<file path="config.mk">
export PLATFORM = sky130hd
export DESIGN_NAME = paper_meas_ctrl
export DESIGN_NICKNAME = d
export VERILOG_FILES = /design/src/rtl/paper_pkg.sv /design/src/rtl/paper_ref_table.sv /design/src/rtl/paper_meas_ctrl.sv
export SDC_FILE = /design/constraint.sdc
export NUM_CORES = 1
export LEC_CHECK = 0
export CAP_MARGIN = 20
export CORE_ASPECT_RATIO = 1.75
export CORE_MARGIN = 4
export CORE_UTILIZATION = 25
export DETAILED_ROUTE_END_ITERATION = 7
export GPL_TIMING_DRIVEN = 1
export MAX_ROUTING_LAYER = met4
export PLACE_DENSITY = 0.41
export SLEW_MARGIN = 30
export SYNTH_ARGS = -nofsm -noshare
export SYNTH_HDL_FRONTEND = slang
export SYNTH_SLANG_ARGS = --single-unit
export TNS_END_PERCENT = 50
</file>
<file path="constraint.sdc">
create_clock -name clk_6M -period 7.2 [get_ports clk_6M]
set_input_delay 0.72 -clock clk_6M [delete_from_list [all_inputs] [get_ports clk_6M]]
set_output_delay 0.72 -clock clk_6M [all_outputs]
set_load 0.02 [all_outputs]
</file>
<file path="src/rtl/paper_pkg.sv">
// paper_pkg: shared defaults and types for the paper-count meter.
// The optional watchdog is enabled by defining PAPER_TIMEOUT_EN.
package paper_pkg;

  localparam int          DEF_CNT_W     = 28;
  localparam int          DEF_AVG_LOG2  = 2;
  localparam int          DEF_MAX_PAPER = 10;
  localparam logic [27:0] DEF_TIMEOUT   = 28'd18_000_000;

  typedef enum logic [2:0] {
    ST_IDLE  = 3'd0,
    ST_START = 3'd1,
    ST_WAIT  = 3'd2,
    ST_AVG   = 3'd3,
    ST_STORE = 3'd4,
    ST_SCAN  = 3'd5,
    ST_DONE  = 3'd6
  } state_t;

  typedef logic [7:0] paper_cnt_t;

endpackage

</file>
<file path="src/rtl/paper_ref_table.sv">
// paper_ref_table: calibrated reference counts, one per paper count.
// One synchronous write port, one combinational indexed read.
module paper_ref_table
  import paper_pkg::*;
#(
  parameter int CNT_W     = DEF_CNT_W,
  parameter int MAX_PAPER = DEF_MAX_PAPER
) (
  input  logic               clk_6M,
  input  logic               reset_n,
  input  logic               we,
  input  logic [3:0]         waddr,
  input  logic [CNT_W-1:0]   wdata,
  input  logic [3:0]         raddr,
  output logic [CNT_W-1:0]   rdata,
  output logic               rvalid,
  output logic [MAX_PAPER:0] ref_valid
);

  logic [CNT_W-1:0] tbl_q [MAX_PAPER+1];
  logic [CNT_W-1:0] tbl_d [MAX_PAPER+1];
  logic [MAX_PAPER:0] vld_q, vld_d;

  // Write port: a store overwrites the entry and marks it valid.
  always_comb begin
    tbl_d = tbl_q;
    vld_d = vld_q;
    if (we) begin
      tbl_d[waddr] = wdata;
      vld_d[waddr] = 1'b1;
    end
  end

  // Entry storage, wiped by reset.
  always_ff @(posedge clk_6M or negedge reset_n) begin
    if (!reset_n) begin
      for (int i = 0; i <= MAX_PAPER; i++) begin
        tbl_q[i] <= '0;
      end
      vld_q <= '0;
    end else begin
      tbl_q <= tbl_d;
      vld_q <= vld_d;
    end
  end

  assign rdata     = tbl_q[raddr];
  assign rvalid    = vld_q[raddr];
  assign ref_valid = vld_q;

endmodule

</file>
<file path="src/rtl/paper_meas_ctrl.sv">
// paper_meas_ctrl: gate-window sequencer, averager and nearest-reference
// classifier. Define PAPER_TIMEOUT_EN to add the per-window watchdog.
module paper_meas_ctrl
  import paper_pkg::*;
#(
  parameter int CNT_W     = DEF_CNT_W,
  parameter int AVG_LOG2  = DEF_AVG_LOG2,
  parameter int MAX_PAPER = DEF_MAX_PAPER,
  parameter logic [27:0] TIMEOUT = DEF_TIMEOUT
) (
  input  logic               clk_6M,
  input  logic               reset_n,
  input  logic               run,
  input  logic               cal_req,
  input  logic [3:0]         cal_idx,
  output logic               meas_start,
  input  logic               meas_done,
  input  logic [CNT_W-1:0]   meas_count,
  output logic [7:0]         number,
  output logic               number_valid,
  output logic               busy,
  output logic [MAX_PAPER:0] ref_valid,
  output logic               err
);

  localparam int ACC_W = CNT_W + AVG_LOG2;
  localparam logic [3:0] MAX_IDX = 4'(MAX_PAPER);
  localparam logic [AVG_LOG2:0] K_NUM =
    (AVG_LOG2+1)'(1 << AVG_LOG2);

  state_t           state_q, state_d;
  logic             cal_q, cal_d;
  logic [3:0]       idx_q, idx_d;
  logic [ACC_W-1:0] acc_q, acc_d;
  logic [AVG_LOG2:0] k_q, k_d;
  logic [CNT_W-1:0] avg_q, avg_d;
  logic [3:0]       sidx_q, sidx_d;
  logic [3:0]       best_q, best_d;
  logic [CNT_W-1:0] bdiff_q, bdiff_d;
  logic             found_q, found_d;
  paper_cnt_t       number_q, number_d;
  logic             nvalid_q, nvalid_d;
  logic             err_q, err_d;
  logic             tbl_we;
  logic [CNT_W-1:0] rd_data;
  logic             rd_valid;
  logic [CNT_W-1:0] diff;
  logic             take;
`ifdef PAPER_TIMEOUT_EN
  logic [27:0]      wd_q, wd_d;
`endif

  paper_ref_table #(
    .CNT_W     (CNT_W),
    .MAX_PAPER (MAX_PAPER)
  ) u_tbl (
    .clk_6M    (clk_6M),
    .reset_n   (reset_n),
    .we        (tbl_we),
    .waddr     (idx_q),
    .wdata     (avg_q),
    .raddr     (sidx_q),
    .rdata     (rd_data),
    .rvalid    (rd_valid),
    .ref_valid (ref_valid)
  );

  always_comb begin
    diff = (avg_q >= rd_data) ? (avg_q - rd_data) : (rd_data - avg_q);
    take = rd_valid && (!found_q || (diff < bdiff_q));
  end

  always_comb begin
    state_d  = state_q;
    cal_d    = cal_q;
    idx_d    = idx_q;
    acc_d    = acc_q;
    k_d      = k_q;
    avg_d    = avg_q;
    sidx_d   = sidx_q;
    best_d   = best_q;
    bdiff_d  = bdiff_q;
    found_d  = found_q;
    number_d = number_q;
    nvalid_d = 1'b0;
    err_d    = err_q;
    tbl_we   = 1'b0;
`ifdef PAPER_TIMEOUT_EN
    wd_d     = wd_q;
`endif
    unique case (state_q)
      ST_IDLE: begin
        if (cal_req) begin
          if (cal_idx > MAX_IDX) begin
            err_d = 1'b1;
          end else begin
            cal_d   = 1'b1;
            idx_d   = cal_idx;
            acc_d   = '0;
            k_d     = '0;
            err_d   = 1'b0;
            state_d = ST_START;
          end
        end else if (run) begin
          cal_d   = 1'b0;
          acc_d   = '0;
          k_d     = '0;
          err_d   = 1'b0;
          state_d = ST_START;
        end
      end
      ST_START: begin
`ifdef PAPER_TIMEOUT_EN
        wd_d    = 28'd1;
`endif
        state_d = ST_WAIT;
      end
      ST_WAIT: begin
        if (meas_done) begin
          acc_d   = acc_q + ACC_W'(meas_count);
          k_d     = k_q + 1'b1;
          state_d = (k_d == K_NUM) ? ST_AVG : ST_START;
        end
`ifdef PAPER_TIMEOUT_EN
        else if (wd_q >= TIMEOUT - 28'd1) begin
          err_d   = 1'b1;
          state_d = ST_IDLE;
        end else begin
          wd_d = wd_q + 28'd1;
        end
`endif
      end
      ST_AVG: begin
        avg_d   = acc_q[ACC_W-1:AVG_LOG2];
        sidx_d  = '0;
        found_d = 1'b0;
        state_d = cal_q ? ST_STORE : ST_SCAN;
      end
      ST_STORE: begin
        tbl_we  = 1'b1;
        state_d = ST_DONE;
      end
      ST_SCAN: begin
        if (take) begin
          best_d  = sidx_q;
          bdiff_d = diff;
          found_d = 1'b1;
        end
        if (sidx_q == MAX_IDX) begin
          state_d = ST_DONE;
          if (found_d) begin
            number_d = {4'd0, best_d};
            nvalid_d = 1'b1;
          end else begin
            err_d = 1'b1;
          end
        end else begin
          sidx_d = sidx_q + 4'd1;
        end
      end
      ST_DONE: begin
        state_d = ST_IDLE;
      end
      default: begin
        state_d = ST_IDLE;
      end
    endcase
  end

  always_ff @(posedge clk_6M or negedge reset_n) begin
    if (!reset_n) begin
      state_q  <= ST_IDLE;
      cal_q    <= 1'b0;
      idx_q    <= '0;
      acc_q    <= '0;
      k_q      <= '0;
      avg_q    <= '0;
      sidx_q   <= '0;
      best_q   <= '0;
      bdiff_q  <= '0;
      found_q  <= 1'b0;
      number_q <= '0;
      nvalid_q <= 1'b0;
      err_q    <= 1'b0;
`ifdef PAPER_TIMEOUT_EN
      wd_q     <= '0;
`endif
    end else begin
      state_q  <= state_d;
      cal_q    <= cal_d;
      idx_q    <= idx_d;
      acc_q    <= acc_d;
      k_q      <= k_d;
      avg_q    <= avg_d;
      sidx_q   <= sidx_d;
      best_q   <= best_d;
      bdiff_q  <= bdiff_d;
      found_q  <= found_d;
      number_q <= number_d;
      nvalid_q <= nvalid_d;
      err_q    <= err_d;
`ifdef PAPER_TIMEOUT_EN
      wd_q     <= wd_d;
`endif
    end
  end

  assign meas_start   = (state_q == ST_START);
  assign busy         = (state_q != ST_IDLE);
  assign number       = number_q;
  assign number_valid = nvalid_q;
  assign err          = err_q;

endmodule

</file>
Word-level counts from Yosys, hierarchy flattened
Index checks and enable logic that the tools add are counted.
Widths: inputs -> output; s select.
{"block": "word_totals", "elab_cells": 123, "input_bits": 37, "register_bits": 431, "output_inout_bits": 23}
{"block": "classes", "add_sub_neg": 5, "bitwise_logic": 4, "mux": 47, "magnitude_cmp": 9, "eq_ne": 14, "n_reduce_logical": 19}
{"cell": "$bwmux 308", "n": 1}
{"cell": "$mux 30", "n": 4}
{"cell": "$bmux 28 s4", "n": 1}
{"cell": "$demux 28 s4", "n": 1}
{"cell": "$mux 28", "n": 4}
{"cell": "$pmux 30 s2", "n": 1}
{"cell": "$sub 28x28->28", "n": 2}
{"cell": "$add 30x28->30", "n": 1}
{"cell": "$ge 28x28->1", "n": 1}
{"cell": "$lt 28x28->1", "n": 1}
{"cell": "$mux 3", "n": 9}
{"cell": "$pmux 3 s6", "n": 1}
{"cell": "$mux 1", "n": 16}
{"cell": "$reduce_and 4->1", "n": 3}
{"cell": "$or 11x11->11", "n": 1}
{"cell": "$ge 5x5->1 const B", "n": 2}
{"cell": "$lt 4x5->1 const B", "n": 2}
{"cell": "$ne 2x2->1 const B", "n": 5}
{"cell": "$not 4->5", "n": 2}
{"cell": "$eq 3x3->1 const B", "n": 3}
{"cell": "$reduce_and 3->1", "n": 3}
{"cell": "$mux 4", "n": 2}
{"cell": "$pmux 4 s2", "n": 1}
{"cell": "$reduce_bool 2->1", "n": 4}
{"cell": "21 further kinds", "n": 27}

Longest topological paths before layout
{"block": "depth", "ltp_word": 14, "mapped_depth": 34, "ltp_nobuf": 28}

Cells and area by module
From an unflattened synthesis, not the netlist that was laid out.
{"block": "hier_totals", "hier_cells": 2143, "area_unflattened_um2": 24414.7}
{"mod": "paper_ref_table", "seq_area_each_um2": 7982.7, "instances": 1, "area_each_um2": 14526.4, "cells_each": 991}
{"mod": "paper_meas_ctrl", "seq_area_each_um2": 2802.7, "instances": 1, "area_each_um2": 9888.2, "cells_each": 1152}

Worst setup path before layout
OpenSTA, ideal clock, no wires.
{"block": "synth_timing", "kind": "reg2reg", "start": "reg sidx_q[0]", "end": "reg bdiff_q[23]", "setup_time_ps": 127, "t_required_ps": 7073, "path_buffers": 4, "arrival_time_ps": 6308, "synth_period_minus_slack_ps": 6435, "slack_ps": 765, "stages_incl_launch_ff": 27, "cell_sequence": "dfrtp_1 buf_2 buf_1 mux4_2 o21ai_0 o21a_1 inv_1 ha_1 buf_2 a2111o_1 o211ai_1 nand2_1 a211oi_1 o21ai_0 a2111oi_1 nor2_1 xor2_1 ha_1 nand4_1 or3_1 or4_1 a21oi_1 nand3b_1 clkbuf_1 nor2_1 a22oi_1 nand3b_1"}
{"block": "synth_via", "elab_chain_len": 10, "elab_cells_between_ends": 14, "classes_between": "add/sub: 2; order compare: 2; mux: 6; bitwise: 1; reduce/logical: 3"}
{"element": "start, declared", "line_no": "paper_meas_ctrl.sv:37", "rtl": "logic [3:0] sidx_q, sidx_d;"}
{"element": "start signal, assigned", "line_no": "paper_meas_ctrl.sv:195", "rtl": "sidx_q <= sidx_d;"}
{"element": "$not 4->5 (implied by the code) *", "line_no": "paper_ref_table.sv:47", "rtl": "assign rdata = tbl_q[raddr];"}
{"element": "$bmux 28 s4 *", "line_no": "paper_ref_table.sv:47"}
{"element": "$mux 28 (implied by the code) * (2 in series)", "line_no": "paper_ref_table.sv:47"}
{"element": "$sub 28x28->28 / $ge 28x28->1 (equally long branches)", "line_no": "paper_meas_ctrl.sv:69", "rtl": "diff = (avg_q >= rd_data) ? (avg_q - rd_data) : (rd_data - avg_q);"}
{"element": "$mux 28 *", "line_no": "paper_meas_ctrl.sv:69"}
{"element": "net diff[25]", "line_no": "paper_meas_ctrl.sv:47", "rtl": "logic [CNT_W-1:0] diff;"}
{"element": "$lt 28x28->1 *", "line_no": "paper_meas_ctrl.sv:70", "rtl": "take = rd_valid && (!found_q || (diff < bdiff_q));"}
{"element": "$logic_or 1x1->1 *", "line_no": "paper_meas_ctrl.sv:70"}
{"element": "$logic_and 1x1->1 *", "line_no": "paper_meas_ctrl.sv:70"}
{"element": "$reduce_and 2->1 (no source line) *"}
{"element": "end signal, assigned", "line_no": "paper_meas_ctrl.sv:197", "rtl": "bdiff_q <= bdiff_d;"}
{"element": "end, declared", "line_no": "paper_meas_ctrl.sv:39", "rtl": "logic [CNT_W-1:0] bdiff_q, bdiff_d;"}
Mark *: on every way through the listed nets, which the timed path passes. The rest lies on a longest branch. The select of a mux whose other input is x is not followed.
A chain may end at the register's enable or synchronous reset.

Worst setup path in the final report
{"block": "layout_timing", "start": "reg sidx_q[1]", "end": "reg bdiff_q[20]"}
Same word-level chain as after synthesis.

==> flow_summary.toml <==
[cells_and_area]
finalNetCount = 2535
drive_gt1_share_pct = 23.45
utilization_pct = 30.28
n_antenna_cell = 0
syn2layout_area_growth_pct = 20.01

[global_route]
grt_overflow_total = 0
grt_max_degree = 135
antenna_found_initial = 0
grt_use_total_pct = 15.24
grt_pass1_vias = 18692
grt_pass1_wl_um = 113300

[timing]
period_share_pct = 94.32
min_period_ns = 6.791
setup_viol = 0
relSlewSlack_pct = 37.93
tightest_slew_ns = 0.9231
clock_skew_ns = 0.02088
drv_slew = 0
rsz0062_at_grt = "false"
fmax_mhz = 147.2
hold_viol = 0
fin_setup_tns_ns = 0

[setup_path]
startpoint_type = "flip-flop"
regToRegStartpoint = "sidx_q[1]"
reg2reg_depth = 32
crit_type = "reg -> reg"
crit_path_frequent_cell = "buf_4"
reg2reg_to = "bdiff_q[20]"
required_ns = 7.63
cpPeakStageDelay_ns = 0.50
rrSetupSlack_ns = 0.41
cp-end-kind = "flip-flop"
arrival_ns = 7.22
worst-path-max-fanout = 8
crit_slowest_cell = "dfrtp_4"

[min_path]
min_from = "bdiff_q[3]"
whs_endpoint = "bdiff_q[3]"
hold_depth = 2
hold_path.class = "reg -> reg"

[synthesis]
netlist_area_um2 = 23500
synth_edf_count = 0
yosysUniqueCellTypes = 86
async_flop_share_pct = 100.0
yosysSeqAreaShare_pct = 45.89
synth_largest_area_cell = "dfrtp_1"
syn-instance-count = 2234
avgSynthCellArea_um2 = 10.52
ys_top_cells_by_area = "dfrtp_1 (46%), mux2_2 (9.7%), o21ai_0 (6.2%)"
ys_seq_elements = 431
synth_top_area_share_pct = 45.89
yosys_warnings = 0
ys.flop_type = "dfrtp_1"

[clock_network]
clock_path_buffers = 3
insertion_delay_ns = 0.57
h-tree-depth = 2
clock_sinks = 431
cts_root_buffer = "clkbuf_16"
cts_tree = "done"
numCtsBuffers = 43
path_clk_slew_ns = 0.07
post_cts_buffers = 0

[drt]
num_vias = 17431
drc = 0
wl_per_cell_um = 20.34
viasPerCell = 4.823
totalWireLength_um = 73530
antenna_left = 0
first_pass_iters = 5
drt_iter0_markers = 874

[floorplan]
io_pins = 60
fp-row-count = 148
dieHeight_um = 413.6
floorplan.initialDensity_pct = 25.23
core_area_um2 = 93140
die_area_um2 = 99180
die_x_um = 239.8

[placed_design]
hpwl_um = 53970
portBuffers = 55
finalWeightedCongestion = 0.8812

[run]
max-cap-violations = 0

[status]
status = "completed"
==> sequential cells by signal, summed over array words and instances, names as in the netlist <==
register / count
best_q: 4
found_q: 1
bdiff_q: 28
state_q: 3
number: 4
u_tbl.tbl_q: 308
err: 1
number_valid: 1
u_tbl.ref_valid: 11
idx_q: 4
sidx_q: 4
avg_q: 28
acc_q: 30
cal_q: 1
k_q: 3
==> critical path: cells and delay by family (launching register included) <==
| family | cells | cell delay [ns] |
|---|---|---|
| multiplexers | 2 | 0.47 |
| adder cells (fa/ha/maj) | 3 | 0.68 |
| buffers and inverters | 8 | 1.16 |
| AO/OA/AOI/OAI | 11 | 2.15 |
| flip-flops | 1 | 0.50 |
| AND/OR/NAND/NOR | 8 | 1.66 |
==> layout make-up <==
class / count / area, um^2
inverter: 103 / 386.6
clock inverter: 20 / 331.6
clock buffer: 58 / 1212
fill: 9618 / 64940
timing repair buffer: 237 / 2135
multi-input combinational: 1565 / 11850
sequential: 431 / 10790
tap: 1200 / 1501
==> layout by cell type, fill, tap and decap left out, drive strengths merged, types with 10 or more instances in the layout <==
| cell | count |
|---|---|
| dfrtp | 431 |
| nand2 | 308 |
| o21ai | 297 |
| mux2 | 204 |
| buf | 181 |
| ha | 114 |
| inv | 104 |
| a21oi | 88 |
| nor2 | 73 |
| clkbuf | 59 |
| mux4 | 58 |
| a21o | 55 |
| clkdlybuf4s50 | 54 |
| o21a | 41 |
| a221o | 28 |
| xnor2 | 24 |
| mux2i | 23 |
| xor2 | 23 |
| nand3 | 23 |
| nand2b | 20 |
| a211oi | 18 |
| nand4 | 18 |
| nor3 | 15 |
| o211ai | 12 |
| nor2b | 12 |
| o21bai | 10 |
| or2 | 10 |
==> worst max-delay path by stage <==
stage | startpoint | endpoint | slack [ns] | cells after the start
after CTS | sidx_q[1] | number[0] | 0.1 | 30
after global placement | sidx_q[1] | bdiff_q[16] | 0.10 | 30
after detailed placement | sidx_q[1] | number[1] | 0.16 | 29
after floorplan | sidx_q[0] | bdiff_q[23] | 0.76 | 26
after global routing | sidx_q[1] | bdiff_q[20] | 0.004 | 32
final | sidx_q[1] | bdiff_q[20] | 0.41 | 32
==> cell usage after synthesis, types with 4 or more instances <==
library cell / count
nand2_1: 308
o31ai_1: 8
xor2_1: 23
o21a_1: 41
o21bai_1: 9
dfrtp_1: 431
o211ai_1: 11
or3_1: 4
buf_4: 7
ha_1: 114
a21o_1: 55
clkbuf_1: 88
buf_2: 20
a31oi_1: 8
o211a_1: 4
a221o_1: 28
o21ai_1: 4
mux2_2: 203
and2_1: 4
o21ai_0: 292
a21oi_1: 87
nor2b_1: 12
a211oi_1: 18
or2_2: 9
mux4_2: 58
xnor2_1: 24
nor3_1: 12
inv_1: 102
mux2i_1: 23
nand4_1: 16
buf_1: 20
nor2_1: 73
nand3_1: 22
nand2b_1: 20
==> kinds of logic (layout without fill, tap and decap cells) <==
family                   after synthesis  in the layout  share of synthesized area (%)
AO/OA/AOI/OAI                        609            609                          16.12
XOR/XNOR                              47             47                          1.751
adder cells (fa/ha/maj)              117            117                          6.324
buffers and inverters                241            418                          4.136
flip-flops                           431            431                          45.89
multiplexers                         285            285                          16.33
other                                  1              4                        0.01595
AND/OR/NAND/NOR                      503            503                          9.433
==> metal layers <==
| metal | wire length, um | vias to the layer above | part of all wire (%) | GRT usage, % |
|---|---|---|---|---|
| met2 | 40100 | 298 | 55 | 28.56 |
| met1 | 28260 | 8791 | 38 | 16.52 |
| met3 | 1891 | 119 | 2.6 | 1.285 |
| met5 | 0 | - | 0 | - |
| met4 | 3281 | 0 | 4.5 | 6.049 |
| li1 | - | 8223 | - | - |
==> timing repair <==
item                                    in CTS  in global routing
endpoints found under the setup margin       0                 13
endpoints found under the hold margin        0                  4
resized for setup                            0                  5
hold buffers                                 0                  1
==> metrics by stage <==
| stage | hold slack (ns) | std cells | setup slack, ns | area (um^2) |
|---|---|---|---|---|
| finish | 0.4765 | 3614 | 0.4087 | 28210 |
| global route | 0.4882 | 3614 | 0.004364 | 28210 |
| CTS | 0.2435 | 3611 | 0.09920 | 28110 |
| detailed placement | 0.4654 | 3533 | 0.1599 | 26570 |
| global placement | 0.4553 | 3531 | 0.1018 | 26510 |
| floorplan | 0.4244 | 2237 | 0.7647 | 23520 |
Power is not shown: default switching activity piles up to over one toggle a cycle in this logic, so the estimate is an artifact.
